## config.mk

```make
export PLATFORM = sky130hd
export DESIGN_NAME = vram_port_arbiter_flat
export DESIGN_NICKNAME = d
export VERILOG_FILES = /design/src/rtl/vram_pkg.sv /design/src/rtl/vram_port_arbiter_if.sv /design/src/rtl/vram_port_arbiter_rr_tenure_ctr.sv /design/src/rtl/vram_port_arbiter.sv /design/src/flat_wrapper.sv
export SDC_FILE = /design/constraint.sdc
export NUM_CORES = 1
export LEC_CHECK = 0
export CAP_MARGIN = 5
export CORE_MARGIN = 1.5
export CORE_UTILIZATION = 41
export DETAILED_ROUTE_END_ITERATION = 12
export DONT_BUFFER_PORTS = 1
export PLACE_DENSITY = 0.54
export RECOVER_POWER = 100
export SYNTH_ARGS = -nofsm -noshare
export SYNTH_HDL_FRONTEND = slang
export SYNTH_SLANG_ARGS = --single-unit
```

## constraint.sdc

```tcl
create_clock -name clk -period 1.95 [get_ports clk]
set_input_delay 0.0975 -clock clk [delete_from_list [all_inputs] [get_ports clk]]
set_output_delay 0.0975 -clock clk [all_outputs]
set_load 0.01 [all_outputs]
```

## src/rtl/vram_pkg.sv

```systemverilog
// Shared definitions for the VRAM user-port arbiter.
//   VRAM_ADDR_W / VRAM_DATA_W : default geometry of the VRAM user port.
//   ST_IDLE / ST_OWN0 / ST_OWN1 : arbiter state encoding.
//   req_id_t                  : requester identifier (0 = host bridge, 1 = fill/copy engine).
package vram_pkg;

  localparam int VRAM_ADDR_W = 15;
  localparam int VRAM_DATA_W = 8;

  localparam logic [1:0] ST_IDLE = 2'd0;
  localparam logic [1:0] ST_OWN0 = 2'd1;
  localparam logic [1:0] ST_OWN1 = 2'd2;

  typedef logic req_id_t;

  // Ownership state that belongs to a given requester.
  function automatic logic [1:0] own_state(input req_id_t id);
    return id ? ST_OWN1 : ST_OWN0;
  endfunction

endpackage

```

## src/rtl/vram_port_arbiter_if.sv

```systemverilog
// Bundle of all requester-side and VRAM-side signals of the arbiter.
//   req/we/addr/wdata 0,1 : requester transfer requests
//   gnt/rdata/rvalid 0,1  : grants and read responses back to requesters
//   vram_addr/wdata/we    : drive toward the VRAM user port
//   vram_rdata            : VRAM read data (1-cycle synchronous read)
//   busy                  : any grant active
// Modports: slave = the arbiter, master = requesters plus VRAM.
interface vram_port_arbiter_if #(
  parameter int ADDR_W = 15,
  parameter int DATA_W = 8
);

  logic              req0;
  logic              req1;
  logic              we0;
  logic              we1;
  logic [ADDR_W-1:0] addr0;
  logic [ADDR_W-1:0] addr1;
  logic [DATA_W-1:0] wdata0;
  logic [DATA_W-1:0] wdata1;
  logic              gnt0;
  logic              gnt1;
  logic [DATA_W-1:0] rdata0;
  logic [DATA_W-1:0] rdata1;
  logic              rvalid0;
  logic              rvalid1;
  logic [ADDR_W-1:0] vram_addr;
  logic [DATA_W-1:0] vram_wdata;
  logic              vram_we;
  logic [DATA_W-1:0] vram_rdata;
  logic              busy;

  modport slave (
    input  req0, req1, we0, we1, addr0, addr1, wdata0, wdata1, vram_rdata,
    output gnt0, gnt1, rdata0, rdata1, rvalid0, rvalid1,
           vram_addr, vram_wdata, vram_we, busy
  );

  modport master (
    output req0, req1, we0, we1, addr0, addr1, wdata0, wdata1, vram_rdata,
    input  gnt0, gnt1, rdata0, rdata1, rvalid0, rvalid1,
           vram_addr, vram_wdata, vram_we, busy
  );

endinterface

```

## src/rtl/vram_port_arbiter_rr_tenure_ctr.sv

```systemverilog
// Tenure counter for the current grant owner.
//   clk, rst : clock, synchronous active-high reset
//   clr      : owner changes this cycle; restart the count
//   inc      : a transfer is accepted this cycle
//   hit_max  : the count is at MAX_BURST after this cycle's acceptance
// The count saturates at MAX_BURST so an uncontested owner never wraps.
module rr_tenure_ctr #(
  parameter int MAX_BURST = 16,
  parameter int CNT_W     = $clog2(MAX_BURST + 1)
) (
  input  logic clk,
  input  logic rst,
  input  logic clr,
  input  logic inc,
  output logic hit_max
);

  localparam logic [CNT_W-1:0] CNT_MAX  = CNT_W'(MAX_BURST);
  localparam logic [CNT_W-1:0] CNT_LAST = CNT_W'(MAX_BURST - 1);

  logic [CNT_W-1:0] cnt_q;
  logic [CNT_W-1:0] cnt_d;
  logic             at_max;

  assign at_max = (cnt_q == CNT_MAX);

  always_comb begin
    cnt_d = cnt_q;
    if (clr) begin
      cnt_d = '0;
    end else if (inc && !at_max) begin
      cnt_d = cnt_q + CNT_W'(1);
    end
  end

  // Looks one acceptance ahead so the owner can hand over on the cycle
  // right after its last allowed transfer.
  assign hit_max = at_max || (inc && (cnt_q == CNT_LAST));

  always_ff @(posedge clk) begin
    if (rst) begin
      cnt_q <= '0;
    end else begin
      cnt_q <= cnt_d;
    end
  end

endmodule

```

## src/rtl/vram_port_arbiter.sv

```systemverilog
// Two-requester arbiter in front of a single-port synchronous VRAM.
//   clk, rst : user-side clock, synchronous active-high reset
//   bus      : vram_port_arbiter_if.slave
//              - req/we/addr/wdata 0,1 in; gnt/rdata/rvalid 0,1 out
//              - vram_addr/vram_wdata/vram_we out, vram_rdata in
//              - busy out
// Requester 0 is the host bus bridge, requester 1 the fill/copy engine.
// A grant tenure lasts while the owner keeps requesting; a waiting
// requester takes over after MAX_BURST accepted transfers. Reads return
// one cycle later, routed by a registered tag rather than by the grant.
module vram_port_arbiter
  import vram_pkg::*;
#(
  parameter int ADDR_W    = VRAM_ADDR_W,
  parameter int DATA_W    = VRAM_DATA_W,
  parameter int MAX_BURST = 16
) (
  input logic                clk,
  input logic                rst,
  vram_port_arbiter_if.slave bus
);

  logic [1:0]        state_q;
  logic [1:0]        state_d;
  logic              last_owner_q;
  logic              last_owner_d;
  logic              rd_pend_q;
  logic              rd_pend_d;
  req_id_t           rd_tag_q;
  req_id_t           rd_tag_d;
  logic [DATA_W-1:0] rdata0_q;
  logic [DATA_W-1:0] rdata0_d;
  logic [DATA_W-1:0] rdata1_q;
  logic [DATA_W-1:0] rdata1_d;

  req_id_t           owner;
  logic              own_active;
  logic              req_own;
  logic              req_oth;
  logic              we_own;
  logic              accept;
  logic              enter;
  logic              hit_max;
  logic              rvalid0;
  logic              rvalid1;
  logic [ADDR_W-1:0] sel_addr;
  logic [DATA_W-1:0] sel_wdata;

  // Owner view: which requester holds the port and what it is asking for.
  assign own_active = (state_q != ST_IDLE);
  assign owner      = (state_q == ST_OWN1);
  assign req_own    = owner ? bus.req1 : bus.req0;
  assign req_oth    = owner ? bus.req0 : bus.req1;
  assign we_own     = owner ? bus.we1  : bus.we0;

  // No transfer is taken while reset is held, so VRAM is never written
  // and no read response is queued during reset.
  assign accept = own_active && req_own && !rst;

  always_comb begin
    state_d = state_q;
    case (state_q)
      ST_IDLE: begin
        if (bus.req0 && !bus.req1) begin
          state_d = ST_OWN0;
        end else if (bus.req1 && !bus.req0) begin
          state_d = ST_OWN1;
        end else if (bus.req0 && bus.req1) begin
          // Tie goes to whoever did not own the port most recently.
          state_d = last_owner_q ? ST_OWN0 : ST_OWN1;
        end
      end
      ST_OWN0, ST_OWN1: begin
        if (!req_own) begin
          state_d = req_oth ? own_state(!owner) : ST_IDLE;
        end else if (req_oth && hit_max) begin
          state_d = own_state(!owner);
        end
      end
      default: state_d = ST_IDLE;
    endcase
  end

  // Any arrival in an ownership state (from IDLE or a direct hand-over).
  assign enter        = (state_d != state_q) && (state_d != ST_IDLE);
  assign last_owner_d = enter ? (state_d == ST_OWN1) : last_owner_q;

  rr_tenure_ctr #(
    .MAX_BURST (MAX_BURST)
  ) u_tenure (
    .clk     (clk),
    .rst     (rst),
    .clr     (enter),
    .inc     (accept),
    .hit_max (hit_max)
  );

  // Read response tracking: one outstanding read at most, since VRAM
  // latency is exactly one cycle.
  assign rd_pend_d = accept && !we_own;
  assign rd_tag_d  = owner;

  assign rvalid0 = rd_pend_q && !rd_tag_q;
  assign rvalid1 = rd_pend_q &&  rd_tag_q;

  // Read data is passed straight through on the response cycle and then
  // held from the capture register until the next response.
  always_comb begin
    rdata0_d = rdata0_q;
    rdata1_d = rdata1_q;
    if (rvalid0) begin
      rdata0_d = bus.vram_rdata;
    end
    if (rvalid1) begin
      rdata1_d = bus.vram_rdata;
    end
  end

  // VRAM drive follows the granted requester; zero when idle.
  always_comb begin
    sel_addr  = '0;
    sel_wdata = '0;
    if (own_active) begin
      sel_addr  = owner ? bus.addr1  : bus.addr0;
      sel_wdata = owner ? bus.wdata1 : bus.wdata0;
    end
  end

  assign bus.vram_addr  = sel_addr;
  assign bus.vram_wdata = sel_wdata;
  assign bus.vram_we    = accept && we_own;

  assign bus.gnt0    = (state_q == ST_OWN0);
  assign bus.gnt1    = (state_q == ST_OWN1);
  assign bus.busy    = own_active;
  assign bus.rvalid0 = rvalid0;
  assign bus.rvalid1 = rvalid1;
  assign bus.rdata0  = rdata0_d;
  assign bus.rdata1  = rdata1_d;

  always_ff @(posedge clk) begin
    if (rst) begin
      state_q      <= ST_IDLE;
      last_owner_q <= 1'b1;
      rd_pend_q    <= 1'b0;
      rd_tag_q     <= 1'b0;
      rdata0_q     <= '0;
      rdata1_q     <= '0;
    end else begin
      state_q      <= state_d;
      last_owner_q <= last_owner_d;
      rd_pend_q    <= rd_pend_d;
      rd_tag_q     <= rd_tag_d;
      rdata0_q     <= rdata0_d;
      rdata1_q     <= rdata1_d;
    end
  end

endmodule
```

## src/flat_wrapper.sv

```systemverilog
// flat-port wrapper written by rule: the top's interface ports become plain ports
module vram_port_arbiter_flat import vram_pkg::*;
#(
  parameter int ADDR_W    = VRAM_ADDR_W,
  parameter int DATA_W    = VRAM_DATA_W,
  parameter int MAX_BURST = 16
)
  (clk, rst, bus_req0, bus_req1, bus_we0, bus_we1, bus_addr0, bus_addr1, bus_wdata0, bus_wdata1, bus_vram_rdata, bus_gnt0, bus_gnt1, bus_rdata0, bus_rdata1, bus_rvalid0, bus_rvalid1, bus_vram_addr, bus_vram_wdata, bus_vram_we, bus_busy);
  vram_port_arbiter_if #(.ADDR_W(ADDR_W), .DATA_W(DATA_W)) bus_i ();
  input logic clk;
  input logic rst;
  input wire logic [$bits(bus_i.req0)-1:0] bus_req0;
  input wire logic [$bits(bus_i.req1)-1:0] bus_req1;
  input wire logic [$bits(bus_i.we0)-1:0] bus_we0;
  input wire logic [$bits(bus_i.we1)-1:0] bus_we1;
  input wire logic [$bits(bus_i.addr0)-1:0] bus_addr0;
  input wire logic [$bits(bus_i.addr1)-1:0] bus_addr1;
  input wire logic [$bits(bus_i.wdata0)-1:0] bus_wdata0;
  input wire logic [$bits(bus_i.wdata1)-1:0] bus_wdata1;
  input wire logic [$bits(bus_i.vram_rdata)-1:0] bus_vram_rdata;
  output wire logic [$bits(bus_i.gnt0)-1:0] bus_gnt0;
  output wire logic [$bits(bus_i.gnt1)-1:0] bus_gnt1;
  output wire logic [$bits(bus_i.rdata0)-1:0] bus_rdata0;
  output wire logic [$bits(bus_i.rdata1)-1:0] bus_rdata1;
  output wire logic [$bits(bus_i.rvalid0)-1:0] bus_rvalid0;
  output wire logic [$bits(bus_i.rvalid1)-1:0] bus_rvalid1;
  output wire logic [$bits(bus_i.vram_addr)-1:0] bus_vram_addr;
  output wire logic [$bits(bus_i.vram_wdata)-1:0] bus_vram_wdata;
  output wire logic [$bits(bus_i.vram_we)-1:0] bus_vram_we;
  output wire logic [$bits(bus_i.busy)-1:0] bus_busy;
  assign bus_i.req0 = bus_req0;
  assign bus_i.req1 = bus_req1;
  assign bus_i.we0 = bus_we0;
  assign bus_i.we1 = bus_we1;
  assign bus_i.addr0 = bus_addr0;
  assign bus_i.addr1 = bus_addr1;
  assign bus_i.wdata0 = bus_wdata0;
  assign bus_i.wdata1 = bus_wdata1;
  assign bus_i.vram_rdata = bus_vram_rdata;
  assign bus_gnt0 = bus_i.gnt0;
  assign bus_gnt1 = bus_i.gnt1;
  assign bus_rdata0 = bus_i.rdata0;
  assign bus_rdata1 = bus_i.rdata1;
  assign bus_rvalid0 = bus_i.rvalid0;
  assign bus_rvalid1 = bus_i.rvalid1;
  assign bus_vram_addr = bus_i.vram_addr;
  assign bus_vram_wdata = bus_i.vram_wdata;
  assign bus_vram_we = bus_i.vram_we;
  assign bus_busy = bus_i.busy;
  vram_port_arbiter #(.ADDR_W(ADDR_W), .DATA_W(DATA_W), .MAX_BURST(MAX_BURST)) u_core (.clk(clk), .rst(rst), .bus(bus_i));
endmodule
```

=== After elaboration in Yosys (flattened, before gate mapping) ===
Index checks and enable logic that the tools add are counted.

* Flip-flop bits (word level): 26
* Input port bits: 60
* Output and inout bits: 45
* Logic and storage cells: 57

* Add/subtract/negate cells: 1
* Eq/ne operators: 6
* Multiplexer cells: 18
* Reduce and logical (&&, ||, !) cells: 25

{| class="wikitable"
|+ Operators by type and width
! operator !! number
|-
| 2-to-1 mux 8 bit || 4
|-
| 2-to-1 mux 15 bit || 2
|-
| 2-to-1 mux 2 bit || 8
|-
| logical AND 1 bit || 13
|-
| zero test 1 bit || 6
|-
| adder 5 x 1 -> 5 bit (second input constant) || 1
|-
| == test 5 x 4 -> 1 bit (second input constant) || 1
|-
| == test 5 bit (second input constant) || 1
|-
| == test 2 bit (second input constant) || 2
|-
| case mux 2 bit (2 select lines) || 1
|-
| nonzero test 2 bit || 2
|-
| OR reduction 2 bit || 2
|-
| 2-to-1 mux 1 bit || 3
|-
| == test 2 x 1 -> 1 bit (second input constant) || 1
|-
| zero test 2 bit || 1
|-
| != test 2 bit || 1
|-
| logical OR 1 bit || 1
|}

=== Longest topological paths before layout ===
Gate-level depths: netlist (run 1).

* Depth after elaboration: 13
* Depth in mapped cells: 10
* Mapped depth without buffers: 9

=== Hierarchy ===
A second synthesis (run 1) with hierarchy kept.

* Cell total of the unflattened synthesis: 189
* Area total of the unflattened synthesis: 1707.9 um^2

{| class="wikitable"
|+ Modules (own cells, without submodules)
! module !! times used !! cells each !! area an instance (um^2) !! seq. area each (um^2)
|-
| vram_port_arbiter || 1 || 158 || 1425.1 || 420.4
|-
| rr_tenure_ctr || 1 || 31 || 282.8 || 100.1
|}

=== Worst setup path before layout (run 1) ===
OpenSTA, ideal clock, no wires.

* Kind: register to register
* From: register u_core.state_q[0]
* To: register u_core.u_tenure.cnt_q[0]
* Library setup time: 0.088 ns
* Arrival: 2.052 ns
* Data required time: 1.862 ns
* Slack: -0.190 ns
* Stages on the path, launching flop included: 10
* Buffers on the path: 1
* Path through: dfxtp_1 > buf_2 > inv_1 > ha_1 > nor3b_4 > a211oi_2 > nor4b_4 > a211oi_1 > o21a_4 > nor4_2

* Cells in the longest elaborated chain, start to end: 13
* Elaborated cells on any way between the ends: 25
* Classes of those cells: 3 x eq/ne; 10 x mux; 12 x reduce/logical

{| class="wikitable"
|+ Ends and longest elaborated chain
! item !! RTL line !! text
|-
| start: declaration || vram_port_arbiter.sv:23 || <nowiki>logic [1:0] state_q;</nowiki>
|-
| start signal: assignment || vram_port_arbiter.sv:150 || <nowiki>state_q <= state_d;</nowiki>
|-
| == test 2 bit || vram_port_arbiter.sv:51, vram_port_arbiter.sv:62 ||
|-
| 2-to-1 mux 1 bit || vram_port_arbiter.sv:52 || <nowiki>assign req_own = owner ? bus.req1 : bus.req0;</nowiki>
|-
| logical AND 1 bit (2 in series) || vram_port_arbiter.sv:58 || <nowiki>assign accept = own_active && req_own && !rst;</nowiki>
|-
| logical AND 1 bit || vram_port_arbiter_rr_tenure_ctr.sv:38 || <nowiki>assign hit_max = at_max || (inc && (cnt_q == CNT_LAST));</nowiki>
|-
| logical OR 1 bit || vram_port_arbiter_rr_tenure_ctr.sv:38 ||
|-
| logical AND 1 bit || vram_port_arbiter.sv:76 || <nowiki>end else if (req_oth && hit_max) begin</nowiki>
|-
| 2-to-1 mux 2 bit || vram_port_arbiter.sv:76 ||
|-
| 2-to-1 mux 2 bit || vram_port_arbiter.sv:74 || <nowiki>if (!req_own) begin</nowiki>
|-
| case mux 2 bit (2 select lines) || vram_port_arbiter.sv:62 || <nowiki>case (state_q)</nowiki>
|-
| != test 2 bit / nonzero test 2 bit (equally long branches) || vram_port_arbiter.sv:85 || <nowiki>assign enter = (state_d != state_q) && (state_d != ST_IDLE);</nowiki>
|-
| logical AND 1 bit || vram_port_arbiter.sv:85 ||
|-
| OR reduction 2 bit (no source line) || -- ||
|-
| end signal: assignment || vram_port_arbiter_rr_tenure_ctr.sv:44 || <nowiki>cnt_q <= cnt_d;</nowiki>
|-
| end: declaration || vram_port_arbiter_rr_tenure_ctr.sv:21 || <nowiki>logic [CNT_W-1:0] cnt_q;</nowiki>
|}

Parallel ways exist; a longest one is shown, timed or not.
A chain may end at the register's enable or synchronous reset.

=== Final worst setup path (run 1) ===
* From: register u_core.u_tenure.cnt_q[1]
* To: register u_core.u_tenure.cnt_q[3]

* Cells in the longest elaborated chain, start to end: 10
* Elaborated cells on any way between the ends: 15
* Classes of those cells: 1 x add/sub; 3 x eq/ne; 3 x mux; 8 x reduce/logical

{| class="wikitable"
|+ Ends and longest elaborated chain
! item !! RTL line
|-
| == test 5 x 4 -> 1 bit || vram_port_arbiter_rr_tenure_ctr.sv:38
|-
| logical AND 1 bit || vram_port_arbiter_rr_tenure_ctr.sv:38
|-
| logical OR 1 bit || vram_port_arbiter_rr_tenure_ctr.sv:38
|-
| logical AND 1 bit || vram_port_arbiter.sv:76
|-
| 2-to-1 mux 2 bit || vram_port_arbiter.sv:76
|-
| 2-to-1 mux 2 bit || vram_port_arbiter.sv:74
|-
| case mux 2 bit (2 select lines) || vram_port_arbiter.sv:62
|-
| != test 2 bit / nonzero test 2 bit (equally long branches) || vram_port_arbiter.sv:85
|-
| logical AND 1 bit || vram_port_arbiter.sv:85
|-
| OR reduction 2 bit (no source line) || --
|}

Parallel ways exist; a longest one is shown, timed or not.

==> summary.md, run 1 <==
| Metric | Value |
|---|---|
| Final Hold Vio Count | 8 |
| Final min period | ~2.1 ns |
| Worst endpoint required time | between 2 and 2.5 ns |
| DR top layer | met4 |
| Status | finished, violations left |
| Worst slew pin tran | about 0.43 ns |
| Antenna violations before repair | 0 |
| Antenna cells | 0 |
| Worst Skew | between 0.003 and 0.004 ns |
| Endpoint class of the critical path | flop |
| PortBufs | 0 |
| P per Cell Area | ~1200 mW/mm2 |
| RSZ-0062 raised after global routing | yes |
| Vias | ~1500 |
| Fin. max-slew vios | 0 |
| Die width | 69.4 um |
| Post-route setup slack | -0.186 ns |
| Static Leak | 0.933 nW |
| Synth cell count leaders | 31 x nor2_1, 27 x mux2i_1, 26 x dfxtp_1 |
| Largest net degree at the start of global routing | 28 |
| R2R Path Start | u_core.u_tenure.cnt_q[1]$_SDFFE_PP0P_ |
| Most common flop cell mapped by yosys | dfxtp_1 |
| Rows | 23 |
| Die height | just under 70 um |
| Detailed Route Iter0 Violations | 43 |
| Final setup vio count | 8 |
| Placer Congestion | about 0.85 |
| Worst IR Drop VDD | ~0.00067 V |
| Synth top area share | 0.288 |
| H-tree depth | 1 |
| GRT overflow | 0 |
| Cell accounting for the most synthesized area | dfxtp_1 |
| Worst slew margin | 0.710 |
| Routed Antenna Nets | 0 |
| Hold_sp | rst |
| Metal3 WL | around 300 um |
| Drt total wl | between 4000 and 5000 um |
| Synth area leaders | dfxtp_1 29%, mux2i_1 15%, nor2_1 6.4% |
| Nets | around 290 |
| Post-synthesis cell count | between 150 and 200 |
| Die area | roughly 0.0048 mm2 |
| Via/cell ratio | between 5 and 6 |
| Number of flops mapped to enable cells by yosys | 0 |
| Inserted Clock Buffers | 3 |
| DRC | 0 |
| Hold EP | u_core.state_q[0]$_SDFF_PP0_ |
| GRT Overall Usage | 0.164 |
| Synth Cell Area | about 0.0018 mm2 |
| Dpl ws | -0.153 ns |
| Clock latency on the worst-skew pair | approximately 0.27 ns |
| Final period utilization | 1.10 |
| CTS root buffer | clkbuf_8 |
| Clock Sinks | 26 |
| Worst reg-to-reg setup slack | -0.19 ns |
| Synth warn | 0 |
| Syn_area_per_cell | between 9 and 10 um2 |
| I/O Pins | approximately 110 |
| Hold Slack | -0.125 ns |
| Wire per inst | roughly 16 um |
| Startpoint Class | flop |
| R2R depth | 10 |
| Synth cell types | 42 |
| Layout area overhead | 27.0% |
| CTS tree | done |
| WL met1 | 1890 um |
| Syn Nets | between 200 and 300 |
| WHS Path Cells | 1 |
| Post-DP HPWL | approximately 3200 um |
| Number of fill cells | approximately 380 |
| Arr. time, crit path | ~2.3 ns |
| Count leader, synth | nor2_1 |
| Tot Pwr | approximately 2.7 mW |
| CTS max path bufs | 2 |
| Synth Register Bits | 26 |
| Worst Hold Class | in -> reg |
| # Max-Cap Violations | 0 |
| 1st-pass router iterations | 4 |
| Fmax achieved | about 470 MHz |
| Vias in the first global route | ~1400 |
| Failing checks | negative hold slack, negative setup slack |
| Crit Path Category | reg -> reg |
| Initial Util | 0.439 |
| Post-synth ARST share | 0 |
| Worst-path clk slew | ~0.090 ns |
| Reg2reg end | u_core.u_tenure.cnt_q[3]$_SDFFE_PP0P_ |
| First-pass GRT wire length | about 6600 um |
| Seq/Total Area, Yosys | 0.288 |
| Routed wl met2 | between 2000 and 2500 um |
| Share of cells above drive strength 1 | 0.274 |
| CP max FO | 5 |
| Placeable Area | 0.00412 mm2 |
per-layer routing:
metal  up-vias  global-route usage
met4         0              0.0305
met1       692               0.204
met2        52               0.280
met3         2              0.0538
met5         -                   0
li1        731                   -
final cells by class:
type	count	area (um2)	area share
clock buffer	3	41.3	0.0180
clock inverter	1	30.0	0.0131
tap	50	62.6	0.0272
sequential	26	523	0.228
inverter	10	37.5	0.0163
timing repair buffer	33	295	0.129
multi-input combinational	150	1310	0.569
registers in the layout, summed over array words and instances (netlist names):
register,flops
u_core.rd_pend_q,1
u_core.u_tenure.cnt_q,5
u_core.rd_tag_q,1
u_core.state_q,2
u_core.rdata1_q,8
u_core.rdata0_q,8
u_core.last_owner_q,1
cells by family after synthesis:
family / after synthesis / synth area share
buffers and inverters: 22 / 0.0540
adders and majority gates: 8 / 0.0540
and+or+nand+nor: 74 / 0.245
AOI/OAI and AO/OA: 21 / 0.0893
muxes: 44 / 0.255
xor gates and xnor gates: 3 / 0.0145
DFF: 26 / 0.288
worst max-delay path by stage:
stage,from,to
after floorplan,u_core.u_tenure.cnt_q[1]$_SDFFE_PP0P_,u_core.u_tenure.cnt_q[0]$_SDFFE_PP0P_
after global placement,u_core.u_tenure.cnt_q[1]$_SDFFE_PP0P_,u_core.u_tenure.cnt_q[1]$_SDFFE_PP0P_
after detailed placement,u_core.u_tenure.cnt_q[1]$_SDFFE_PP0P_,u_core.u_tenure.cnt_q[3]$_SDFFE_PP0P_
after CTS,u_core.u_tenure.cnt_q[1]$_SDFFE_PP0P_,u_core.u_tenure.cnt_q[1]$_SDFFE_PP0P_
after global routing,u_core.u_tenure.cnt_q[1]$_SDFFE_PP0P_,u_core.u_tenure.cnt_q[1]$_SDFFE_PP0P_
final,u_core.u_tenure.cnt_q[1]$_SDFFE_PP0P_,u_core.u_tenure.cnt_q[3]$_SDFFE_PP0P_
power breakdown:
group	leakage, nW	internal (mW)	switching (mW)
Clock	0.0357	0.275	0.167
Sequential	0.211	0.578	0.0302
Combinational	0.686	0.702	0.978
per-stage QoR:
step                      utilization  instances  setup TNS, ns  hold WS, ns  area [um2]
final                           0.558        273          -1.15       -0.125        2300
after detailed placement        0.485        251         -0.748        0.168        2000
after global routing            0.558        273          -2.53       -0.139        2300
after floorplan                     -        198         -0.114        0.294        1890
after CTS                       0.531        267         -0.703       -0.123        2180
after global placement          0.485        251         -0.392        0.168        2000
placed cells by master (no fill, tap or decap), types with 3 or more instances in the layout:
master	Yosys	layout
a211oi_2	1	3
a21oi_1	6	5
buf_4	0	15
clkbuf_8	0	3
dfxtp_1	26	24
dlygate4sd3_1	0	16
ha_1	7	3
ha_4	0	3
inv_1	9	7
inv_2	1	3
mux2_1	8	8
mux2_2	9	9
mux2i_1	27	27
nand2_1	5	5
nand3_1	3	3
nor2_1	31	30
nor2b_1	18	18
nor4_2	5	4
timing repair:
item	in CTS	in global routing
resized for setup	0	10
endpoints found under the setup margin	6	12
endpoints found under the hold margin	24	13
hold buffers	11	5
pin swaps	5	3
buffers inserted	1	3
critical path, stage by stage, from the launching register on:
cell and delay [ns]:
dfxtp_2 0.36, ha_4 0.13, and3_4 0.19, ha_4 0.11, nor3b_4 0.25, buf_4 0.17
nor4_4 0.04, o31ai_4 0.35, a21oi_4 0.12, o21a_4 0.17, nor4_2 0.14
Note: power is estimated with default switching activity, not from simulation.
==> run 2: changes to the inputs <==
- PLACE_DENSITY: 0.54 -> 0.52
- clock period: 1.95 -> 2.65 ns (I/O delays scaled with it)
==> run 2 against run 1 <==
  * The flow now finishes without violations
  * Sequential power fell by 26%
  * Setup slack improved by 0.47 ns
  * Clock power fell by 26%
  * Critical path depth fell by 1
  * Flip-flop and latch count did not move
  * Sequential share of layout area rose by 4.8 points
  * Die area did not move
  * Via count fell by 7.7%
  * Design area fell by 18%
  * Total power fell by 38%
  * Clock skew rose by 0.0029 ns
  * Worst hold slack improved by 0.17 ns
  * Critical path type unchanged
  * Largest cell class unchanged
==> summary.md, run 2 (same netlist as run 1, synthesis figures left out) <==
| Metric | Value |
|---|---|
| Status | completed |
| Largest net degree at the start of global routing | 27 |
| Leading registers by flop count | u_core.rdata0_q (8), u_core.rdata1_q (8), u_core.u_tenure.cnt_q (5) |
| Post-route setup TNS | 0 ns |
| Worst slew margin | 0.386 |
| Startpoint Class | flop |
| Bufs and invs on worst path | 0 |
| Fin. max-slew vios | 0 |
| Wire per inst | between 15 and 20 um |
| CP max FO | 5 |
| WHS Path Cells | 1 |
| Slowest stage delay, CP | ~0.35 ns |
| DRC | 0 |
| Static Leak | 0.760 nW |
| Register area | approximately 520 um2 |
| Crit path from | u_core.u_tenure.cnt_q[0]$_SDFFE_PP0P_ |
| Worst IR Drop VDD | approximately 0.00046 V |
| Share of cells above drive strength 1 | 0.0923 |
| Final period utilization | 0.894 |
| Commonest non-fill, non-tap cell in the layout | nor2_1 |
| Vias in the first global route | roughly 1300 |
| Multi-input logic area | roughly 0.0012 mm2 |
| Worst reg-to-reg setup slack | 0.28 ns |
| R2R depth | 9 |
| Endpoint class of the critical path | flop |
| Number of fill cells | 410 |
| Crit Path Category | reg -> reg |
| Most frequent cells in the layout | 31 x nor2_1, 27 x mux2i_1, 26 x dfxtp_1, 18 x nor2b_1, 17 x mux2_1 |
| Postcts setup bufs | 0 |
| Hold Slack | approximately 0.045 ns |
| Hold_sp | rst |
| I/O Pins | 105 |
| R2R Path Start | u_core.u_tenure.cnt_q[0]$_SDFFE_PP0P_ |
| Via/cell ratio | between 5 and 6 |
| Placeable Area | roughly 0.004 mm2 |
| CTS tree | done |
| Vias | between 1000 and 1500 |
| Arr. time, crit path | around 2.5 ns |
| Worst slew pin tran | between 0.9 and 1 ns |
| Final Util | 0.459 |
| First-pass GRT wire length | between 6000 and 7000 um |
| Rows | 23 |
| Clock Sinks | 26 |
| # Max-Cap Violations | 0 |
| Routed Antenna Nets | 0 |
| Final min period | between 2 and 2.5 ns |
| Final Hold Vio Count | 0 |
| Inserted Clock Buffers | 3 |
| # resized after CTS | 0 |
| Antenna violations before repair | 0 |
| Worst Hold Class | in -> reg |
| Drt total wl | approximately 3900 um |
| P per Cell Area | roughly 900 mW/mm2 |
| Delay-heaviest family, CP | compound AO/OA/AOI/OAI gates |
| GRT Overall Usage | 0.155 |
| H-tree depth | 1 |
| Die height | just under 70 um |
| Worst-path clk slew | approximately 0.090 ns |
| Clock latency on the worst-skew pair | 0.27 ns |
| Post-CTS Hold Fix Bufs | 1 |
| Nets | approximately 260 |
| CP cell instances | ha_1 > and3_1 > ha_1 > nor3b_4 > o211a_1 > o31ai_1 > a21oi_2 > o21a_4 > nor4_1 |
| Critical path depth in cells | 9 |
| 1st-pass router iterations | 4 |
| Die area | ~0.0048 mm2 |
| Critical Path End | u_core.u_tenure.cnt_q[0]$_SDFFE_PP0P_ |
| Reg2reg end | u_core.u_tenure.cnt_q[0]$_SDFFE_PP0P_ |
| GRT overflow | 0 |
| Initial Util | 0.439 |
| CTS max path bufs | 2 |
| Worst Skew | about 0.0062 ns |
| Post-DP HPWL | 3070 um |
| Critical path's slowest cell | dfxtp_1 |
| Layout area overhead | 4.43% |
| Die width | just under 70 um |
| Antenna cells | 0 |
| CP most frequent cell | ha_1 |
| CTS root buffer | clkbuf_8 |
| Fmax achieved | roughly 420 MHz |
| RSZ-0062 raised after global routing | no |
| Placer Congestion | 0.783 |
| PortBufs | 0 |
| Final setup vio count | 0 |
| Detailed Route Iter0 Violations | 57 |
| Worst endpoint required time | around 2.8 ns |
## run 2: cell type report
cell class / instances / area share
clock inverters: 1 / 0.0159
clock buffers: 3 / 0.0219
multi-input cells: 150 / 0.614
flip-flops and latches: 26 / 0.276
inverters: 10 / 0.0199
well taps: 50 / 0.0331
repair buffers: 5 / 0.0192
## run 2: how the worst min path moves through the flow
stage,to,slack [ns]
3_5_place_dp,u_core.rd_tag_q$_SDFF_PP0_,0.21
4_1_cts,u_core.rdata1_q[6]$_SDFF_PP0_,0.04
2_1_floorplan,u_core.rdata0_q[7]$_SDFF_PP0_,0.33
3_3_place_gp,u_core.rd_tag_q$_SDFF_PP0_,0.21
6_report,u_core.rdata1_q[6]$_SDFF_PP0_,0.05
5_1_grt,u_core.rdata1_q[6]$_SDFF_PP0_,0.03
## run 2: layer usage
metal | global-route usage | routed length [um]
met1 | 0.170 | 1640
met4 | 0.0240 | 17
met5 | 0 | 0
met3 | 0.0610 | 274
met2 | 0.285 | 2010
## run 2: per-stage QoR
stage               area [um2]  worst slack [ns]  cells  total power [mW]
floorplan                 1810             0.510    198              1.28
global placement          1840             0.420    240              1.40
detailed placement        1840             0.351    240              1.42
CTS                       1920             0.322    245              1.75
global route              1890            0.0882    245              1.82
finish                    1890             0.280    245              1.70
## run 2: where the power goes
| group | switching (mW) | total (mW) | internal, mW | leakage (nW) |
|---|---|---|---|---|
| Combinational | 0.591 | 0.925 | 0.335 | 0.514 |
| Sequential | 0.0251 | 0.450 | 0.425 | 0.210 |
| Clock | 0.123 | 0.325 | 0.202 | 0.0357 |
| Total | 0.739 | 1.70 | 0.962 | 0.760 |
==> run 3: changes to the inputs <==
- CELL_PAD_IN_SITES_DETAIL_PLACEMENT: not set -> 2
- CELL_PAD_IN_SITES_GLOBAL_PLACEMENT: not set -> 2
- CORE_UTILIZATION: 41 -> 37
- PLACE_DENSITY: 0.52 -> 0.81
==> run 3 against run 2 <==
  * Die area up 10%
  * Flip-flop and latch count unchanged
  * Clock power about the same
  * Clock-buffer cell count unchanged
  * First-iteration DRC count down 58%
  * Global-route usage up 2.5 points
  * Total power up 3.5%
  * Combinational power up 5.9%
  * Utilization down 4.9 points
  * Critical path depth unchanged
  * Critical path type unchanged
==> summary.md, run 3 (same netlist as run 1, synthesis figures left out) <==
| Metric | Value |
|---|---|
| Status | completed |
| Most frequent cells in the layout | 31 x nor2_1, 27 x mux2i_1, 26 x dfxtp_1, 18 x nor2b_1, 17 x mux2_1 |
| Endpoint class of the critical path | flop |
| R2R depth | 9 |
| Post-CTS Hold Fix Bufs | 1 |
| Initial Util | 0.383 |
| # Max-Cap Violations | 0 |
| Final period utilization | 0.917 |
| First-pass GRT wire length | 7520 um |
| Fmax achieved | between 400 and 500 MHz |
| Delay-heaviest family, CP | compound AO/OA/AOI/OAI gates |
| Layout area overhead | 6.99% |
| Clock latency on the worst-skew pair | 0.27 ns |
| Rows | 25 |
| Static Leak | about 0.76 nW |
| Post-DP HPWL | 3850 um |
| Wire per inst | around 19 um |
| H-tree depth | 1 |
| Multi-input logic area | approximately 0.0012 mm2 |
| Register area | between 500 and 600 um2 |
| RSZ-0062 raised after global routing | no |
| Leading registers by flop count | u_core.rdata0_q (8), u_core.rdata1_q (8), u_core.u_tenure.cnt_q (5) |
| M2 GR Usage | 0.325 |
| 1st-pass router iterations | 4 |
| Antenna violations before repair | 0 |
| Critical path's slowest cell | dfxtp_1 |
| Placeable Area | about 0.0047 mm2 |
| Worst-path clk slew | approximately 0.09 ns |
| Bufs and invs on worst path | 0 |
| Worst slew margin | 0.314 |
| Die height | 72.9 um |
| Die width | around 73 um |
| Startpoint Class | flop |
| Die area | 0.00532 mm2 |
| Routed Antenna Nets | 0 |
| Number of fill cells | roughly 510 |
| GR Util met1 | 0.215 |
| Slowest stage delay, CP | about 0.37 ns |
| Via/cell ratio | ~5.4 |
| Post-route setup TNS | 0 ns |
| Final Hold Vio Count | 0 |
| CTS max path bufs | 2 |
| Vias in the first global route | roughly 1500 |
| Antenna cells | 0 |
| # resized after CTS | 0 |
| Final Util | 0.410 |
| I/O Pins | approximately 110 |
| Clock Sinks | 26 |
| Worst slew pin tran | about 1.0 ns |
| Inserted Clock Buffers | 3 |
| Largest net degree at the start of global routing | 25 |
| CP max FO | 5 |
| WHS Path Cells | 1 |
| Commonest non-fill, non-tap cell in the layout | nor2_1 |
| Nets | ~260 |
| Worst Skew | around 0.0067 ns |
| CP most frequent cell | ha_1 |
| Detailed Route Iter0 Violations | 24 |
| Met3 Use GR | 0.0456 |
| Worst IR Drop VDD | ~0.0004 V |
| Vias | approximately 1400 |
| PortBufs | 0 |
| Drt total wl | 4910 um |
| CTS root buffer | clkbuf_8 |
| GRT overflow | 0 |
| Final setup vio count | 0 |
| GR peak layer | met2 |
| Postcts setup bufs | 0 |
| Share of cells above drive strength 1 | 0.107 |
| CTS tree | done |
| P per Cell Area | just over 900 mW/mm2 |
| Crit Path Category | reg -> reg |
| Critical path depth in cells | 9 |
| Placer Congestion | approximately 0.87 |
| Worst Hold Class | in -> reg |
| Fin. max-slew vios | 0 |
| CP cell instances | ha_1 > and3_1 > ha_1 > nor3b_4 > o211a_1 > o31ai_1 > a21oi_1 > o21a_4 > nor4_2 |
| Arr. time, crit path | between 2 and 3 ns |
| Worst endpoint required time | between 2 and 3 ns |
| DRC | 0 |
| GRT Overall Usage | 0.180 |
| Final min period | 2.43 ns |
[run 3: worst register-to-register path, stage by stage (launching register included)]
cell and delay, ns:
dfxtp_1 0.37, ha_1 0.24, and3_1 0.19, ha_1 0.18, nor3b_4 0.17, o211a_1 0.23
o31ai_1 0.30, a21oi_1 0.22, o21a_4 0.19, nor4_2 0.26
[run 3: worst paths after layout]
check / from / endpoint / slack, ns
worst max-delay path: u_core.u_tenure.cnt_q[0]$_SDFFE_PP0P_ / u_core.u_tenure.cnt_q[3]$_SDFFE_PP0P_ / 0.22
worst min-delay path: rst / u_core.rdata1_q[6]$_SDFF_PP0_ / 0.04
worst max register to register: u_core.u_tenure.cnt_q[0]$_SDFFE_PP0P_ / u_core.u_tenure.cnt_q[3]$_SDFFE_PP0P_ / 0.22
worst min register to register: u_core.last_owner_q$_SDFFE_PP1P_ / u_core.last_owner_q$_SDFFE_PP1P_ / 0.62
[run 3: stage by stage]
stage          setup slack, ns  cells  hold slack [ns]  power [mW]  area [um2]
3_3_place_gp             0.422    258            0.205        1.41        1870
3_5_place_dp             0.299    258            0.208        1.47        1870
5_1_grt                 0.0464    263           0.0359        1.87        1930
6_report                 0.219    263           0.0426        1.76        1930
4_1_cts                  0.232    263           0.0436        1.81        1950
2_1_floorplan            0.510    198            0.328        1.28        1810
[run 3: final cells by class]
cell class / count / share of cell area
clock buffers: 3 / 0.0213
clock inverters: 1 / 0.0155
inverters: 10 / 0.0194
multi-input cells: 150 / 0.612
flip-flops and latches: 26 / 0.269
well taps: 67 / 0.0433
repair buffers: 6 / 0.0194
[run 3: power by group]
group	total [mW]	internal (mW)	switching, mW
clock	0.327	0.202	0.124
sequential	0.453	0.425	0.0277
combinational	0.980	0.340	0.640
[run 3: routing by layer]
metal  up-vias  routed length, um
met5         -                  0
met4         0                 36
met3         6                243
met2        37               2550
met1       704               2080
li1        678                  -
